$ cat config.mk
export PLATFORM = sky130hd
export DESIGN_NAME = axi4_lite_master_dual
export DESIGN_NICKNAME = d
export VERILOG_FILES = /design/src/rtl/axi4_lite_master_dual.sv
export SDC_FILE = /design/constraint.sdc
export NUM_CORES = 1
export LEC_CHECK = 0
export ABC_AREA = 1
export CAP_MARGIN = 40
export CORE_MARGIN = 3
export CORE_UTILIZATION = 39
export DETAILED_ROUTE_END_ITERATION = 10
export PLACE_DENSITY = 0.8
export SLEW_MARGIN = 40
export SYNTH_ARGS = -nofsm -noshare
export SYNTH_HDL_FRONTEND = slang
export SYNTH_SLANG_ARGS = --single-unit
$ cat constraint.sdc
create_clock -name ACLK -period 2 [get_ports ACLK]
set_input_delay 0.4 -clock ACLK [delete_from_list [all_inputs] [get_ports ACLK]]
set_output_delay 0.4 -clock ACLK [all_outputs]
set_load 0.05 [all_outputs]
$ cat src/rtl/axi4_lite_master_dual.sv
// AXI4-Lite master with independent read and write engines behind valid/ready
// command/response streams; all bus-side outputs are registered.
module axi4_lite_master_dual #(
  parameter int  ADDRESS        = 32,
  parameter int  DATA_WIDTH     = 32,
  parameter int  TIMEOUT_CYCLES = 0,
  localparam int STRB_W         = DATA_WIDTH / 8
) (
  input  logic                  ACLK,
  input  logic                  ARESETN,
  // local write command / response
  input  logic                  WR_CMD_VALID,
  output logic                  WR_CMD_READY,
  input  logic [ADDRESS-1:0]    WR_CMD_ADDR,
  input  logic [DATA_WIDTH-1:0] WR_CMD_DATA,
  input  logic [STRB_W-1:0]     WR_CMD_STRB,
  output logic                  WR_RSP_VALID,
  input  logic                  WR_RSP_READY,
  output logic [1:0]            WR_RSP_RESP,
  output logic                  WR_RSP_TIMEOUT,
  // local read command / response
  input  logic                  RD_CMD_VALID,
  output logic                  RD_CMD_READY,
  input  logic [ADDRESS-1:0]    RD_CMD_ADDR,
  output logic                  RD_RSP_VALID,
  input  logic                  RD_RSP_READY,
  output logic [DATA_WIDTH-1:0] RD_RSP_DATA,
  output logic [1:0]            RD_RSP_RESP,
  output logic                  RD_RSP_TIMEOUT,
  // AXI4-Lite master
  output logic [ADDRESS-1:0]    M_AWADDR,
  output logic                  M_AWVALID,
  input  logic                  M_AWREADY,
  output logic [DATA_WIDTH-1:0] M_WDATA,
  output logic [STRB_W-1:0]     M_WSTRB,
  output logic                  M_WVALID,
  input  logic                  M_WREADY,
  input  logic [1:0]            M_BRESP,
  input  logic                  M_BVALID,
  output logic                  M_BREADY,
  output logic [ADDRESS-1:0]    M_ARADDR,
  output logic                  M_ARVALID,
  input  logic                  M_ARREADY,
  input  logic [DATA_WIDTH-1:0] M_RDATA,
  input  logic [1:0]            M_RRESP,
  input  logic                  M_RVALID,
  output logic                  M_RREADY
);

  localparam bit TO_EN = (TIMEOUT_CYCLES > 0);
  localparam int CNT_W = (TIMEOUT_CYCLES > 1) ? $clog2(TIMEOUT_CYCLES) : 1;
  localparam logic [CNT_W-1:0] TO_LAST = CNT_W'(TO_EN ? TIMEOUT_CYCLES - 1 : 0);

  typedef enum logic [1:0] {W_IDLE, W_ADDR, W_RESP, W_DONE} w_state_t;
  typedef enum logic [1:0] {R_IDLE, R_ADDR, R_DATA, R_DONE} r_state_t;

  w_state_t         w_state, w_next;
  r_state_t         r_state, r_next;
  logic             aw_done, dat_done, wr_stale, rd_stale;
  logic [CNT_W-1:0] wr_cnt, rd_cnt;

  logic wr_accept, rd_accept, aw_hs, dat_hs, b_hs, ar_hs, r_hs;
  logic both_done, wr_to, rd_to;

  assign wr_accept = WR_CMD_VALID && WR_CMD_READY;
  assign rd_accept = RD_CMD_VALID && RD_CMD_READY;
  assign aw_hs     = M_AWVALID && M_AWREADY;
  assign dat_hs    = M_WVALID && M_WREADY;
  assign b_hs      = M_BVALID && M_BREADY;
  assign ar_hs     = M_ARVALID && M_ARREADY;
  assign r_hs      = M_RVALID && M_RREADY;
  // AW and W may finish in either order or together; exit as soon as both are known done
  assign both_done = (aw_done || aw_hs) && (dat_done || dat_hs);
  assign wr_to     = TO_EN && (wr_cnt == TO_LAST);
  assign rd_to     = TO_EN && (rd_cnt == TO_LAST);

  always_ff @(posedge ACLK) begin
    if (!ARESETN) begin
      w_state <= W_IDLE;
      r_state <= R_IDLE;
    end else begin
      w_state <= w_next;
      r_state <= r_next;
    end
  end

  always_comb begin
    w_next = w_state;
    case (w_state)
      W_IDLE:  if (wr_accept) w_next = W_ADDR;
      W_ADDR:  if (both_done) w_next = W_RESP;
      W_RESP:  if (b_hs || wr_to) w_next = W_DONE;
      W_DONE:  if (WR_RSP_READY) w_next = W_IDLE;
      default: w_next = W_IDLE;
    endcase
  end

  always_comb begin
    r_next = r_state;
    case (r_state)
      R_IDLE:  if (rd_accept) r_next = R_ADDR;
      R_ADDR:  if (ar_hs) r_next = R_DATA;
      R_DATA:  if (r_hs || rd_to) r_next = R_DONE;
      R_DONE:  if (RD_RSP_READY) r_next = R_IDLE;
      default: r_next = R_IDLE;
    endcase
  end

  // Command ready is held low during reset so no command is accepted and then dropped
  always_comb begin
    WR_CMD_READY = ARESETN && (w_state == W_IDLE) && !wr_stale;
    RD_CMD_READY = ARESETN && (r_state == R_IDLE) && !rd_stale;
  end

  always_ff @(posedge ACLK) begin
    if (!ARESETN) begin
      M_AWADDR       <= '0;
      M_AWVALID      <= 1'b0;
      M_WDATA        <= '0;
      M_WSTRB        <= '0;
      M_WVALID       <= 1'b0;
      M_BREADY       <= 1'b0;
      aw_done        <= 1'b0;
      dat_done       <= 1'b0;
      wr_stale       <= 1'b0;
      wr_cnt         <= '0;
      WR_RSP_VALID   <= 1'b0;
      WR_RSP_RESP    <= 2'b00;
      WR_RSP_TIMEOUT <= 1'b0;
    end else begin
      case (w_state)
        W_IDLE: if (wr_accept) begin
          M_AWADDR  <= WR_CMD_ADDR;
          M_WDATA   <= WR_CMD_DATA;
          M_WSTRB   <= WR_CMD_STRB;
          M_AWVALID <= 1'b1;
          M_WVALID  <= 1'b1;
          aw_done   <= 1'b0;
          dat_done  <= 1'b0;
        end
        W_ADDR: begin
          if (aw_hs) begin
            M_AWVALID <= 1'b0;
            aw_done   <= 1'b1;
          end
          if (dat_hs) begin
            M_WVALID <= 1'b0;
            dat_done <= 1'b1;
          end
          if (both_done) begin
            M_BREADY <= 1'b1;
            wr_cnt   <= '0;
          end
        end
        W_RESP: begin
          if (b_hs) begin
            WR_RSP_RESP    <= M_BRESP;
            WR_RSP_TIMEOUT <= 1'b0;
            WR_RSP_VALID   <= 1'b1;
            M_BREADY       <= 1'b0;
          end else if (wr_to) begin
            // BREADY stays up so the late beat is swallowed instead of hitting the next write
            WR_RSP_RESP    <= 2'b10;
            WR_RSP_TIMEOUT <= 1'b1;
            WR_RSP_VALID   <= 1'b1;
            wr_stale       <= 1'b1;
          end else begin
            wr_cnt <= wr_cnt + 1'b1;
          end
        end
        W_DONE: if (WR_RSP_READY) WR_RSP_VALID <= 1'b0;
        default: ;
      endcase
      if (wr_stale && b_hs) begin
        wr_stale <= 1'b0;
        M_BREADY <= 1'b0;
      end
    end
  end

  always_ff @(posedge ACLK) begin
    if (!ARESETN) begin
      M_ARADDR       <= '0;
      M_ARVALID      <= 1'b0;
      M_RREADY       <= 1'b0;
      rd_stale       <= 1'b0;
      rd_cnt         <= '0;
      RD_RSP_VALID   <= 1'b0;
      RD_RSP_DATA    <= '0;
      RD_RSP_RESP    <= 2'b00;
      RD_RSP_TIMEOUT <= 1'b0;
    end else begin
      case (r_state)
        R_IDLE: if (rd_accept) begin
          M_ARADDR  <= RD_CMD_ADDR;
          M_ARVALID <= 1'b1;
        end
        R_ADDR: if (ar_hs) begin
          M_ARVALID <= 1'b0;
          M_RREADY  <= 1'b1;
          rd_cnt    <= '0;
        end
        R_DATA: begin
          if (r_hs) begin
            RD_RSP_DATA    <= M_RDATA;
            RD_RSP_RESP    <= M_RRESP;
            RD_RSP_TIMEOUT <= 1'b0;
            RD_RSP_VALID   <= 1'b1;
            M_RREADY       <= 1'b0;
          end else if (rd_to) begin
            RD_RSP_DATA    <= '0;
            RD_RSP_RESP    <= 2'b10;
            RD_RSP_TIMEOUT <= 1'b1;
            RD_RSP_VALID   <= 1'b1;
            rd_stale       <= 1'b1;
          end else begin
            rd_cnt <= rd_cnt + 1'b1;
          end
        end
        R_DONE: if (RD_RSP_READY) RD_RSP_VALID <= 1'b0;
        default: ;
      endcase
      if (rd_stale && r_hs) begin
        rd_stale <= 1'b0;
        M_RREADY <= 1'b0;
      end
    end
  end

endmodule

==> impl_metrics.py, run 1 <==
metrics = {
    "status": {
        "outcome": "finished, final reports clean",
    },
    "worst_setup_path": {
        "cp.arrival_ns": 1.57,
        "critical_path.top_delay_family": "buffers and inverters",
        "crit_path_start": "M_AWADDR[21]",
        "critPathMaxFanout": 2,
        "max_stage_delay_ns": 0.83,
        "crit_type": "register to primary output",
        "timing.rr.start": "w_state[1]",
        "crit_slowest_cell": "clkdlybuf4s50_1",
        "path_cells": "clkdlybuf4s50_1",
        "required_ns": 1.60,
        "crit_buf_inv": 1,
        "worstSetupEndpointType": "primary output",
        "crit_path_start_kind": "register",
    },
    "route": {
        "vias_per_cell": 4.689,
        "avgRoutedWirePerCell_um": 14.34,
        "dr.pass1.iters": 5,
        "drt_iter0_drc": 350,
        "drc": 0,
        "vias": 5533,
        "wl_um": 16920,
        "detail-route-antenna-nets": 0,
    },
    "place": {
        "dp_hpwl_um": 11990,
        "place_congestion": 0.8351,
        "io_buffers": 291,
        "placed_area_um2": 8567,
    },
    "min_path": {
        "min_path_type": "input port to register",
        "min_from": "ARESETN",
    },
    "synthesis": {
        "syn-cell-area_um2": 5494,
        "synth_cells": 713,
        "synth_top_area_cell": "dfxtp_1",
        "synth-seq-cells": 149,
        "synth-edff-count": 0,
        "synth.distinct_cells": 20,
        "synth_common_cells": "nand2_1, dfxtp_1, nand3_1",
        "yosysSeqAreaShare_pct": 54.29,
        "synthMostInstantiatedCell": "nand2_1",
        "synth.avg_cell_area_um2": 7.705,
        "synth_area_leaders": "dfxtp_1, nand2_1, nand3_1, a21oi_1, o21ai_0",
        "yosysWarnings": 0,
        "synth_top_area_share_pct": 54.29,
        "synth_ff_type": "dfxtp_1",
        "postSynth.asyncResetShare_pct": 0,
    },
    "flow_run": {
        "maxCapViolCount": 0,
    },
    "finish": {
        "drive_above_1_share_pct": 5.777,
        "diodes": 0,
        "design_area_um2": 9311,
        "syn2layout_area_growth_pct": 69.48,
        "fin_nets": 1147,
    },
    "timing": {
        "final_max_slew_viol_count": 0,
        "fmax_ghz": 0.5081,
        "finalHoldViolCount": 0,
        "fin_crit_ns": 1.968,
        "fin_crit_sh_pct": 98.42,
        "skew_ns": 0.008580,
        "max_slew_margin_pct": 63.15,
        "tns_ns": 0,
        "finalSetupViolCount": 0,
        "tightest_slew_ns": 0.5518,
    },
    "die": {
        "start_util_pct": 40.68,
        "die_h_um": 124.7,
        "io_pins": 294,
        "coreArea_um2": 13510,
        "die_area_um2": 15550,
        "rows": 42,
        "die_x_um": 124.7,
    },
    "global_route": {
        "grt_usage_pct": 21.16,
        "grt_pass1_wl_um": 26670,
        "grt_pass1_vias": 5129,
        "grt_max_degree": 69,
        "grt_overflow_total": 0,
        "grt_antenna_before_repair": 0,
    },
    "clock_tree": {
        "clkTransAtPathRegs_ns": 0.06,
        "worstSkewPairLatency_ns": 0.41,
        "cts-root-buf": "clkbuf_16",
        "cts_max_path_buffers": 2,
        "cts_setup_buffers": 0,
        "numCtsBuffers": 17,
        "clock_sinks": 149,
        "ctsHoldBuffers": 0,
        "cts_tree": "yes",
        "htreeDepth": 4,
    },
    "power": {
        "power_uw": 11210,
        "vdd_drop_max_mv": 1.005,
        "leakage_uw": 0.005077,
        "power_density_nw_per_um2": 1204,
    },
}
cell type report:
cell class | count | area, µm²
fill | 1086 | 4194
timing repair buffer | 303 | 3199
sequential | 149 | 2983
multi-input combinational | 466 | 2108
clock buffer | 24 | 501.7
tap | 176 | 220.2
inverter | 54 | 202.7
clock inverter | 8 | 96.34
per-stage QoR:
stage | hold WS (ns) | utilization [%] | std cells | setup WS, ns
detailed placement | 0.4347 | 63.43 | 1148 | 0.2363
floorplan | 0.4390 | - | 714 | 0.5000
global route | 0.3746 | 68.95 | 1180 | -0.009643
finish | 0.3734 | 68.95 | 1180 | 0.03169
CTS | 0.3581 | 67.72 | 1180 | 0.0001283
global placement | 0.4296 | 63.43 | 1148 | 0.2658
final timing paths:
kind	to	slack, ns	depth (start not counted)
worst max-delay path	M_AWADDR[21]	0.03	1
worst min-delay path	M_ARADDR[28]	0.37	3
worst max register to register	M_AWADDR[5]	0.41	7
worst min register to register	RD_RSP_RESP[1]	0.44	2
sequential cells by signal (all words and copies together) (netlist names), 2 cells and up:
signal,cells
WR_RSP_RESP,2
RD_RSP_DATA,32
w_state,2
M_AWADDR,32
M_ARADDR,32
M_WSTRB,4
M_WDATA,32
r_state,2
RD_RSP_RESP,2
timing repair:
action                                 in CTS  in global routing
gates resized for setup                    15                 66
endpoints found under the hold margin       0                  0
setup endpoints to repair                  15                 66
where the power goes:
| group | total [µW] | switching, µW | internal, µW |
|---|---|---|---|
| registers | 3750 | 273 | 3470 |
| logic | 4280 | 2830 | 1440 |
| clock network | 3190 | 1190 | 2000 |
layout by cell type, fill, tap and decap left out, drive strengths merged:
cell type      count
nand3b             1
o21ai             40
clkinvlp           1
o21bai             2
a21oi             46
dlymetal6s2s      66
nand2            233
o211ai             2
inv               54
nor2              19
nand3            109
dlygate4sd2       15
conb               2
dfxtp            149
ha                 9
clkdlybuf4s50    200
clkbuf            24
bufinv             2
buf               22
nor3               3
clkinv             5
per-layer routing:
layer	up-vias	share of wire, %	track usage, %
li1	2825	-	-
met1	2458	39	24.41
met2	225	50	35.59
met3	25	9.3	8.319
met4	0	1.7	7.544
met5	-	0	0
cells by family after synthesis:
group | after synthesis | share of synthesized area (%)
adders and majority gates | 9 | 2.050
AOI/OAI and AO/OA | 90 | 8.449
DFF | 149 | 54.29
and+or+nand+nor | 365 | 27.65
other | 1 | 0.06826
buffers and inverters | 99 | 7.493
Note: power is estimated with default switching activity, not from simulation.
==> inputs of run 2 (changes only) <==
--- a/config.mk
+++ b/config.mk
@@ -8,9 +8,10 @@
 export ABC_AREA = 1
 export CAP_MARGIN = 40
 export CORE_MARGIN = 3
-export CORE_UTILIZATION = 39
+export CORE_UTILIZATION = 35
+export CTS_CLUSTER_DIAMETER = 150
 export DETAILED_ROUTE_END_ITERATION = 10
-export PLACE_DENSITY = 0.8
+export PLACE_DENSITY = 0.76
 export SLEW_MARGIN = 40
 export SYNTH_ARGS = -nofsm -noshare
 export SYNTH_HDL_FRONTEND = slang
==> constraint.sdc (replaced) <==
create_clock -name ACLK -period 1.65 [get_ports ACLK]
set_input_delay 0.33 -clock ACLK [delete_from_list [all_inputs] [get_ports ACLK]]
set_output_delay 0.33 -clock ACLK [all_outputs]
set_load 0.05 [all_outputs]
==> impl_metrics.py, run 2 (synthesis gave the netlist of run 1 again) <==
metrics = {
    "status": {
        "outcome": "finished, final reports clean",
    },
    "timing": {
        "fin_crit_ns": 1.579,
        "final_max_slew_viol_count": 0,
        "fmax_ghz": 0.6333,
        "skew_ns": 0.006537,
        "finalWorstSetupSlack_ns": 0.07096,
        "whs_ns": 0.4201,
        "finalHoldViolCount": 0,
        "rsz0062_at_grt": "false",
        "tns_ns": 0,
        "finalSetupViolCount": 0,
        "fin_crit_sh_pct": 95.70,
    },
    "place": {
        "io_buffers": 291,
        "place_congestion": 0.7556,
        "dp_hpwl_um": 12250,
        "place_ws_ns": 0.01677,
    },
    "route": {
        "vias_per_cell": 4.478,
        "drt_iter0_drc": 220,
        "vias": 5485,
        "avgRoutedWirePerCell_um": 13.60,
        "wl_um": 16660,
        "drc": 0,
        "detail-route-antenna-nets": 0,
        "dr.pass1.iters": 7,
    },
    "clock_tree": {
        "clkTransAtPathRegs_ns": 0.06,
        "numCtsBuffers": 17,
        "cts-root-buf": "clkbuf_16",
        "htreeDepth": 4,
        "ctsHoldBuffers": 0,
        "clock_sinks": 149,
        "cts_max_path_buffers": 2,
        "cts_tree": "yes",
        "worstSkewPairLatency_ns": 0.42,
    },
    "worst_setup_path": {
        "crit_slowest_cell": "dfxtp_4",
        "path_cells": "inv_4 > ha_4 > nand2_2 > inv_2 > buf_12",
        "timing.rr.start": "r_state[1]",
        "required_ns": 1.32,
        "worstReg2RegEnd": "RD_RSP_DATA[24]",
        "crit_type": "register to primary output",
        "worstSetupEndpointType": "primary output",
        "crit_path_start": "w_state[0]",
        "reg2reg_slack_ns": 0.15,
        "critPathMaxFanout": 4,
        "crit_path_start_kind": "register",
        "cp.arrival_ns": 1.25,
        "max_stage_delay_ns": 0.36,
        "rr_worst_depth": 6,
        "endpoint": "WR_CMD_READY",
    },
    "power": {
        "power_density_nw_per_um2": 1532,
        "vdd_drop_max_mv": 0.8157,
        "leakage_uw": 0.004232,
    },
    "global_route": {
        "grt_usage_pct": 18.88,
        "grt_antenna_before_repair": 0,
        "grt_pass1_vias": 5140,
        "grt_max_degree": 61,
        "grt_overflow_total": 0,
        "grt_pass1_wl_um": 26520,
    },
    "finish": {
        "syn2layout_area_growth_pct": 65.04,
        "diodes": 0,
        "seq_area_um2": 2993,
        "fin_nets": 1157,
        "multi_input_area_um2": 2136,
        "drive_above_1_share_pct": 21.50,
        "layout_commonest_cell": "nand2_1",
        "final_cell_mix": "nand2_1, buf_4, dfxtp_1, clkdlybuf4s50_1, nand3_1",
        "fillers": 1388,
    },
    "min_path": {
        "min_path_type": "input port to register",
    },
    "die": {
        "rows": 45,
        "start_util_pct": 36.01,
        "io_pins": 294,
        "die_x_um": 131.3,
        "coreArea_um2": 15260,
        "die_area_um2": 17240,
        "die_h_um": 131.3,
    },
    "flow_run": {
        "maxCapViolCount": 0,
    },
}
[run 2: cell types whose count changed in the layout (fill, tap and decap cells not counted), sizes merged, moves of 7 or more]
cell	before	now
dlymetal6s2s	66	0
clkbuf	24	17
dlygate4sd2	15	0
buf	22	168
clkdlybuf4s50	200	145
[run 2: what timing repair did]
action / 4_1_cts / 5_1_grt
setup endpoints to repair: 2 / 2
pin swaps: 1 / 2
resized for setup: 9 / 9
setup buffers: 2 / 1
[run 2: worst min path at each step]
| stage | cells after the start | end | slack, ns | start |
|---|---|---|---|---|
| global placement | 2 | RD_RSP_DATA[23] | 0.43 | RD_RSP_DATA[23] |
| detailed placement | 2 | RD_RSP_DATA[20] | 0.44 | RD_RSP_DATA[20] |
| CTS | 4 | w_state[0] | 0.40 | ARESETN |
| floorplan | 2 | aw_done | 0.44 | aw_done |
| finish | 4 | w_state[1] | 0.42 | ARESETN |
| global route | 4 | w_state[0] | 0.43 | ARESETN |
[run 2: metrics by stage]
stage	power, µW	cells	util, %	cell area [µm²]
4_1_cts	13940	1224	59.21	9035
3_5_place_dp	9890	1190	55.04	8398
5_1_grt	14610	1225	59.43	9067
2_1_floorplan	7959	714	-	5498
3_3_place_gp	9822	1190	55.04	8398
6_report	13890	1225	59.43	9067
[run 2: cell type report]
cell class	count	area share [%]
Clock inverter	15	1.973
Tap cell	211	2.912
Timing Repair Buffer	313	31.57
Clock buffer	17	4.692
Sequential cell	149	33.01
Inverter	54	2.291
Multi-Input combinational cell	466	23.55
[run 2: power by group]
part           internal (µW)  switching (µW)  leakage (µW)
clock                   2390            1560      0.000286
sequential              4230             377       0.00122
combinational           1870            3470       0.00272
[run 2: worst max-delay path: cells and delay by family, from the launching register on]
kind          cells  cell delay, ns
simple gates      1            0.05
flops             1            0.36
fa+ha+maj         1            0.16
buf+inv           3            0.27
[run 2: per-layer routing]
metal  wire [µm]  GRT usage [%]  vias to the layer above
met5           0              0                        -
met4         303          6.534                        0
met3        1447          7.274                       25
met2        8067          31.74                      204
met1        6840          22.05                     2410
li1            -              -                     2846
==> inputs of run 3 (changes only) <==
==> constraint.sdc (replaced) <==
create_clock -name ACLK -period 1.4 [get_ports ACLK]
set_input_delay 0.28 -clock ACLK [delete_from_list [all_inputs] [get_ports ACLK]]
set_output_delay 0.28 -clock ACLK [all_outputs]
set_load 0.05 [all_outputs]
==> impl_metrics.py, run 3 (synthesis gave the netlist of run 1 again) <==
metrics = {
    "finish": {
        "drive_above_1_share_pct": 34.80,
        "final_cell_mix": "buf_12, clkdlybuf4s50_1, dfxtp_1",
        "diodes": 0,
        "syn2layout_area_growth_pct": 115.3,
        "layout_commonest_cell": "buf_12",
        "fillers": 943,
        "fin_nets": 1190,
    },
    "global_route": {
        "grt_antenna_before_repair": 0,
        "grt_pass1_wl_um": 30120,
        "grt_pass1_vias": 5639,
        "grt_overflow_total": 0,
        "grt_usage_pct": 21.61,
        "grt_max_degree": 39,
    },
    "timing": {
        "skew_ns": 0.01153,
        "fin_crit_sh_pct": 108.0,
        "final_max_slew_viol_count": 0,
        "fmax_ghz": 0.6614,
        "fin_crit_ns": 1.512,
        "whs_ns": 0.2521,
        "finalSetupViolCount": 59,
        "rsz0062_at_grt": "true",
        "finalWorstSetupSlack_ns": -0.1120,
        "finalHoldViolCount": 0,
    },
    "die": {
        "die_h_um": 131.3,
        "die_area_um2": 17240,
        "io_pins": 294,
        "die_x_um": 131.3,
        "start_util_pct": 36.01,
        "rows": 45,
        "coreArea_um2": 15260,
    },
    "place": {
        "io_buffers": 291,
        "dp_hpwl_um": 13920,
        "place_congestion": 0.7834,
    },
    "worst_setup_path": {
        "critPathMaxFanout": 2,
        "crit_path_start_kind": "register",
        "worstReg2RegEnd": "M_WSTRB[0]",
        "reg2reg_slack_ns": -0.07,
        "timing.rr.start": "w_state[0]",
        "worstSetupEndpointType": "primary output",
        "required_ns": 1.12,
        "crit_type": "register to primary output",
        "cp.arrival_ns": 1.23,
        "rr_worst_depth": 9,
    },
    "route": {
        "dr.pass1.iters": 4,
        "drc": 0,
        "avgRoutedWirePerCell_um": 17.88,
        "drt_iter0_drc": 238,
        "vias": 6053,
        "wl_um": 22480,
        "vias_per_cell": 4.815,
        "detail-route-antenna-nets": 0,
    },
    "clock_tree": {
        "clock_sinks": 149,
        "cts_max_path_buffers": 2,
        "cts-root-buf": "clkbuf_16",
        "cts_tree": "yes",
        "clkTransAtPathRegs_ns": 0.06,
        "numCtsBuffers": 17,
        "worstSkewPairLatency_ns": 0.43,
        "htreeDepth": 4,
        "ctsHoldBuffers": 0,
    },
    "power": {
        "power_uw": 20090,
        "leakage_uw": 0.005214,
        "power_density_nw_per_um2": 1698,
        "vdd_drop_max_mv": 0.9433,
    },
    "min_path": {
        "whs_path_depth": 3,
        "hold_end": "M_WDATA[2]",
        "min_path_type": "input port to register",
        "min_from": "ARESETN",
    },
    "status": {
        "violations": "negative setup slack",
        "outcome": "finished with violations",
    },
    "flow_run": {
        "maxCapViolCount": 0,
    },
}
[run 3: cell count changes in the layout (fill, tap and decap cells not counted), sizes merged]
| cell | before | now |
|---|---|---|
| inv | 57 | 54 |
| clkbuf | 17 | 30 |
| bufinv | 3 | 4 |
| buf | 168 | 193 |
| clkinvlp | 4 | 1 |
| clkinv | 5 | 4 |
[run 3: layout make-up]
type | count | area, µm² | share of cell area, %
Inverter | 54 | 220.2 | 1.861
Sequential cell | 149 | 2990 | 25.28
Clock buffer | 23 | 478.0 | 4.040
Clock inverter | 8 | 146.4 | 1.237
Timing Repair Buffer | 345 | 5042 | 42.62
Multi-Input combinational cell | 466 | 2673 | 22.59
Timing Repair inverter | 1 | 16.27 | 0.1375
Tap cell | 211 | 264.0 | 2.232
[run 3: report_power, final]
group	leakage (µW)	internal [µW]	switching, µW
logic	0.00369	4450	4960
registers	0.00122	4980	782
clock network	0.000304	3120	1800
total	0.00521	12500	7550
[run 3: worst max-delay path by stage]
stage	from	slack, ns	endpoint	cells after the start
after detailed placement	M_RVALID	-0.19	RD_RSP_DATA[28]	5
final	w_state[1]	-0.11	WR_CMD_READY	5
after global routing	w_state[1]	-0.16	WR_CMD_READY	5
after CTS	r_state[1]	-0.13	RD_CMD_READY	5
after floorplan	w_state[0]	0.03	M_AWADDR[10]	7
after global placement	M_RVALID	-0.11	RD_RSP_DATA[12]	5
[run 3: what timing repair did]
item / CTS / global route
buffers inserted: 7 / 5
pin swaps: 3 / 59
setup endpoints to repair: 28 / 130
gates resized for setup: 24 / 167
cloned: 2 / 11
[run 3: worst max-delay path, cell delays in order, from the launching register on]
cell and delay, ns:
dfxtp_2 0.32, inv_2 0.07, ha_4 0.15, nand2_2 0.06
inv_2 0.08, buf_12 0.13
[run 3: stage by stage]
stage | worst slack [ns] | std cells | utilization [%] | setup TNS (ns) | cell area [µm²]
2_1_floorplan | 0.02561 | 714 | - | 0 | 5513
3_3_place_gp | -0.1122 | 1203 | 67.14 | -7.304 | 10240
3_5_place_dp | -0.1916 | 1203 | 67.14 | -11.57 | 10240
4_1_cts | -0.1337 | 1242 | 72.33 | -0.2973 | 11040
5_1_grt | -0.1561 | 1257 | 77.53 | -7.602 | 11830
6_report | -0.1120 | 1257 | 77.53 | -1.847 | 11830
[run 3: metal layers]
layer	vias up	routed length, µm	GRT usage, %
li1	2919	-	-
met1	2838	8239	24.56
met2	246	11940	38.91
met3	50	1615	6.738
met4	0	683	6.359
met5	-	0	0
